File: config.mk
export PLATFORM = sky130hd
export DESIGN_NAME = lc3_mmio_ctrl
export DESIGN_NICKNAME = d
export VERILOG_FILES = /design/src/rtl/lc3_mmio_ctrl.sv
export SDC_FILE = /design/constraint.sdc
export NUM_CORES = 1
export LEC_CHECK = 0
export CAP_MARGIN = 30
export CORE_ASPECT_RATIO = 1.4
export CORE_MARGIN = 4
export CORE_UTILIZATION = 45
export CTS_CLUSTER_SIZE = 16
export DETAILED_ROUTE_END_ITERATION = 12
export GPL_TIMING_DRIVEN = 0
export PLACE_DENSITY = 0.81
export SYNTH_ARGS = -nofsm -noshare
export SYNTH_HDL_FRONTEND = slang
export SYNTH_SLANG_ARGS = --single-unit
File: constraint.sdc
create_clock -name clk -period 3.5 [get_ports clk]
set_input_delay 0.875 -clock clk [delete_from_list [all_inputs] [get_ports clk]]
set_output_delay 0.875 -clock clk [all_outputs]
set_load 0.03 [all_outputs]
File: src/rtl/lc3_mmio_ctrl.sv
// LC-3 memory-mapped I/O controller: keyboard KBSR/KBDR over a receive FIFO,
// display DSR/DDR over a one-byte handshake, plus registered IRQ/INTP/INTV.
module lc3_mmio_ctrl #(
   parameter int unsigned KB_DEPTH = 4,
   parameter logic [2:0]  KB_PRI   = 3'd4,
   parameter logic [2:0]  DSP_PRI  = 3'd4,
   parameter logic [7:0]  KB_VEC   = 8'h80,
   parameter logic [7:0]  DSP_VEC  = 8'h81
) (
   input  logic        clk,
   input  logic        rst,
   input  logic [15:0] mmio_addr,
   input  logic [15:0] mmio_wdata,
   input  logic        mmio_ld,
   input  logic        mmio_rd,
   output logic [15:0] mmio_rdata,
   input  logic [7:0]  kb_data,
   input  logic        kb_valid,
   output logic        kb_ready,
   output logic [7:0]  dsp_data,
   output logic        dsp_valid,
   input  logic        dsp_ready,
   output logic        irq,
   output logic [2:0]  intp,
   output logic [7:0]  intv
);

   localparam int unsigned PTR_W = $clog2(KB_DEPTH);
   localparam int unsigned CNT_W = PTR_W + 1;

   localparam logic [15:0] ADDR_KBSR = 16'hFE00;
   localparam logic [15:0] ADDR_KBDR = 16'hFE02;
   localparam logic [15:0] ADDR_DSR  = 16'hFE04;
   localparam logic [15:0] ADDR_DDR  = 16'hFE06;

   typedef enum logic {
      S_IDLE,
      S_BUSY
   } dsp_state_t;

   logic [7:0]       mem [KB_DEPTH];
   logic [PTR_W-1:0] wr_ptr;
   logic [PTR_W-1:0] rd_ptr;
   logic [CNT_W-1:0] count;
   logic             kie;
   logic             die;
   dsp_state_t       state;
   dsp_state_t       state_next;

   logic fifo_nonempty;
   logic push;
   logic pop;
   logic ddr_wr;
   logic kb_req;
   logic dsp_req;
   logic unused_wdata;

   assign unused_wdata  = ^{mmio_wdata[15], mmio_wdata[13:8]};

   assign fifo_nonempty = (count != '0);
   assign kb_ready      = (count != CNT_W'(KB_DEPTH));
   assign push          = kb_valid && kb_ready;
   assign pop           = mmio_rd && (mmio_addr == ADDR_KBDR) && fifo_nonempty;
   assign ddr_wr        = mmio_ld && (mmio_addr == ADDR_DDR);

   assign dsp_valid     = (state == S_BUSY);
   assign kb_req        = fifo_nonempty && kie;
   assign dsp_req       = (state == S_IDLE) && die;

   always_comb begin
      mmio_rdata = '0;
      case (mmio_addr)
         ADDR_KBSR: mmio_rdata = {fifo_nonempty, kie, 14'h0000};
         ADDR_KBDR: if (fifo_nonempty) mmio_rdata = {8'h00, mem[rd_ptr]};
         ADDR_DSR:  mmio_rdata = {(state == S_IDLE), die, 14'h0000};
         default:   mmio_rdata = '0;
      endcase
   end

   // Storage needs no reset; the pointers and count define what is valid.
   always_ff @(posedge clk) begin
      if (push) mem[wr_ptr] <= kb_data;
   end

   always_ff @(posedge clk) begin
      if (rst) begin
         wr_ptr <= '0;
         rd_ptr <= '0;
         count  <= '0;
      end else begin
         if (push) wr_ptr <= wr_ptr + 1'b1;
         if (pop)  rd_ptr <= rd_ptr + 1'b1;
         if (push && !pop)      count <= count + 1'b1;
         else if (pop && !push) count <= count - 1'b1;
      end
   end

   always_ff @(posedge clk) begin
      if (rst) begin
         kie <= 1'b0;
         die <= 1'b0;
      end else if (mmio_ld) begin
         if (mmio_addr == ADDR_KBSR) kie <= mmio_wdata[14];
         if (mmio_addr == ADDR_DSR)  die <= mmio_wdata[14];
      end
   end

   always_ff @(posedge clk) begin
      if (rst) state <= S_IDLE;
      else     state <= state_next;
   end

   always_comb begin
      state_next = state;
      case (state)
         S_IDLE:  if (ddr_wr)    state_next = S_BUSY;
         S_BUSY:  if (dsp_ready) state_next = S_IDLE;
         default: state_next = S_IDLE;
      endcase
   end

   always_ff @(posedge clk) begin
      if (rst)                              dsp_data <= 8'h00;
      else if (state == S_IDLE && ddr_wr)   dsp_data <= mmio_wdata[7:0];
   end

   always_ff @(posedge clk) begin
      if (rst) begin
         irq  <= 1'b0;
         intp <= 3'd0;
         intv <= 8'h00;
      end else begin
         irq <= kb_req || dsp_req;
         if (kb_req) begin
            intp <= KB_PRI;
            intv <= KB_VEC;
         end else if (dsp_req) begin
            intp <= DSP_PRI;
            intv <= DSP_VEC;
         end else begin
            intp <= 3'd0;
            intv <= 8'h00;
         end
      end
   end

endmodule

==> qor.csv <==
metric,value,unit
status,"finished, final reports clean",
rows,31,
max-clock-path-buffers,2,
required,2620,ps
start_util,46.5,%
grt_use_met2,28.4,%
crit_family,buffers and inverters,
path_clk_slew,90,ps
yosysUniqueCellTypes,39,
crit_fanout,18,
grt_pass1_vias,1707,
synth_top_area_cell,edfxtp_1,
p_leak,1.23,nW
clock_latency,300,ps
synthAdderAreaFrac,3.42,%
cts.sink_count,54,
hold_class,flip-flop to flip-flop,
irDropWorstVdd,0.318,mV
critical_path_class,input port to output port,
relSlewSlack,61.0,%
grt_use_met3,3.94,%
drive_above_1_share,18.7,%
wl_per_cell,14.6,µm
synth.area.mux_share,8.70,%
tightestPinTransition,583,ps
numCtsBuffers,5,
gr-total-overflow,0,
via_per_inst,5.02,
numPortBuffers,61,
fin_crit,3410,ps
setup_viol,0,
grt_max_degree,19,
track_usage,15.6,%
drc,0,
globalplace.congestion,0.754,
h-tree-depth,2,
yosysMostFrequentCell,edfxtp_1,
cp-start-kind,input port,
synth_top_area_share,39.8,%
power,1.32,mW
grt-busiest-layer,met2,
cp_cell_sequence,clkdlybuf4s50_1 -> nor4_4 -> and4_1 -> buf_6 -> and3_1 -> clkdlybuf4s15_2,
critPathBufInv,3,
endpoint_kind,output port,
cp.arrival,2540,ps
avgSynthCellArea,12.7,µm²
slew_violations,0,
fin_nets,324,
synth_edf_count,32,
cts_tree,yes,
drt_pass1_iterations,4,
synth-seq-cells,54,
synthArstFlopShare,0,%
vias,1703,
synth_compound_area_share,6.73,%
ys.flop_type,edfxtp_1,
cts_hold_buffers,0,
antenna_found_initial,0,
die_area,0.00663,mm²
period_share,97.5,%
place_hpwl,3.77,mm
die_height,94.7,µm
cts-root-buf,clkbuf_8,
crit_slowest_cell,clkdlybuf4s50_1,
maxCapViolCount,0,
grt_use_met1,17.9,%
finalClockSkew,3.78,ps
core,0.00520,mm²
ys_warn_count,0,
syn_inst,191,
p_per_area,406,mW/mm²
ys_top_cells_by_count,"edfxtp_1 (32), dfxtp_1 (22), a21oi_1 (17), buf_4 (17), o21ai_0 (11)",
initialDrtViolationCount,70,
finalSetupTns,0,ps
finalHoldViolCount,0,
die_width,69.9,µm
slowest_delay,440,ps
syn2layout_area_growth,34.1,%
grt_pass1_wl,8.08,mm
n_antenna_cell,0,
yosysSeqAreaShare,58.0,%
synth_simple_gate_area_share,14.5,%
max_freq,293,MHz
drtAntennaViolNets,0,
syn_area,0.00242,mm²
io_pins,84,
synthTopCellsByArea,"edfxtp_1 (40%), dfxtp_1 (18%), mux4_2 (7.5%)",
synth_xor_area_share,1.09,%
synth_top_family_by_area,simple AND/OR/NAND/NOR gates,
wl,4.94,mm
rsz0062_at_grt,false,
-- what timing repair did --
| item | in CTS | in global routing |
|---|---|---|
| gates resized for setup | 28 | 13 |
| setup buffers | 0 | 1 |
| pin swaps | 0 | 1 |
| setup endpoints to repair | 10 | 8 |
| cloned | 0 | 0 |
| endpoints found under the hold margin | 0 | 0 |
-- path summary, 6_finish.rpt --
kind | startpoint | end | slack, ps | cells past startpoint
worst max-delay path | mmio_addr[0] | mmio_rdata[2] | 90 | 6
worst min-delay path | dsp_data[6]$_SDFFE_PP0P_ | dsp_data[6]$_SDFFE_PP0P_ | 480 | 2
worst max register to register | count[0]$_SDFFE_PP0P_ | count[2]$_SDFFE_PP0P_ | 1160 | 8
worst min register to register | dsp_data[6]$_SDFFE_PP0P_ | dsp_data[6]$_SDFFE_PP0P_ | 480 | 2
-- layer usage --
metal	vias up	share of wire (%)
li1	839	-
met1	814	37
met2	46	56
met3	4	5.8
met4	0	1.1
met5	-	0
-- tightest hold or removal path, stage by stage (launching register included) --
cell and delay (ps):
dfxtp_1 320, o21ai_0 70, a21oi_1 60
-- stage by stage --
stage	area [µm²]	utilization, %	hold WS (ps)	cells	worst slack, ps
finish	3240	62.3	479	339	87.2
floorplan	2470	-	453	204	593
global route	3240	62.3	517	339	2.57
CTS	3270	62.9	477	338	21.0
detailed placement	3160	60.8	466	331	-600
global placement	3160	60.8	459	331	-581
-- final cells by class --
cell class / count / area, µm²
sequential: 54 / 1400
buffer: 24 / 165
fill: 440 / 1960
tap: 66 / 82.6
multi-input combinational: 121 / 886
clock buffer: 6 / 93.8
inverter: 4 / 15.0
timing repair buffer: 62 / 589
clock inverter: 2 / 7.51
-- logic make-up (layout without fill, tap and decap cells) --
family	after synthesis	in the layout
DFF	54	54
buffers and inverters	29	98
AOI/OAI and AO/OA	31	31
other	1	14
adders and majority gates	6	6
muxes	11	11
xor gates and xnor gates	3	3
and+or+nand+nor	56	56
-- power breakdown --
group	leakage [nW]	internal (mW)	switching (mW)	total (mW)
Sequential	0.471	0.716	0.0213	0.737
Combinational	0.696	0.103	0.110	0.212
Clock	0.0589	0.180	0.186	0.366
Total	1.23	0.999	0.317	1.32
-- state kept, by name (all words and copies together), names as in the netlist, named ones only --
register   count
count          3
die            1
dsp_data       8
dsp_valid      1
intv           1
irq            1
kie            1
mem           32
rd_ptr         2
wr_ptr         2
-- cells in the final DEF (no fill, tap or decap), types with 2 or more instances in the layout --
master	count
and2_1	4
nand3_1	9
nand2b_1	4
clkdlybuf4s15_2	2
and3_1	8
ha_1	5
inv_1	6
nand2_1	3
buf_4	18
clkdlybuf4s50_1	51
xor2_1	2
clkbuf_8	5
o21ai_0	11
or4_1	2
nor3b_1	2
o31ai_1	2
nand4_1	3
a21oi_1	17
mux4_2	8
buf_2	8
mux2i_1	3
buf_1	2
dfxtp_1	22
conb_1	14
edfxtp_1	32
nor2_1	9
Power figures use the tool's default switching activity.
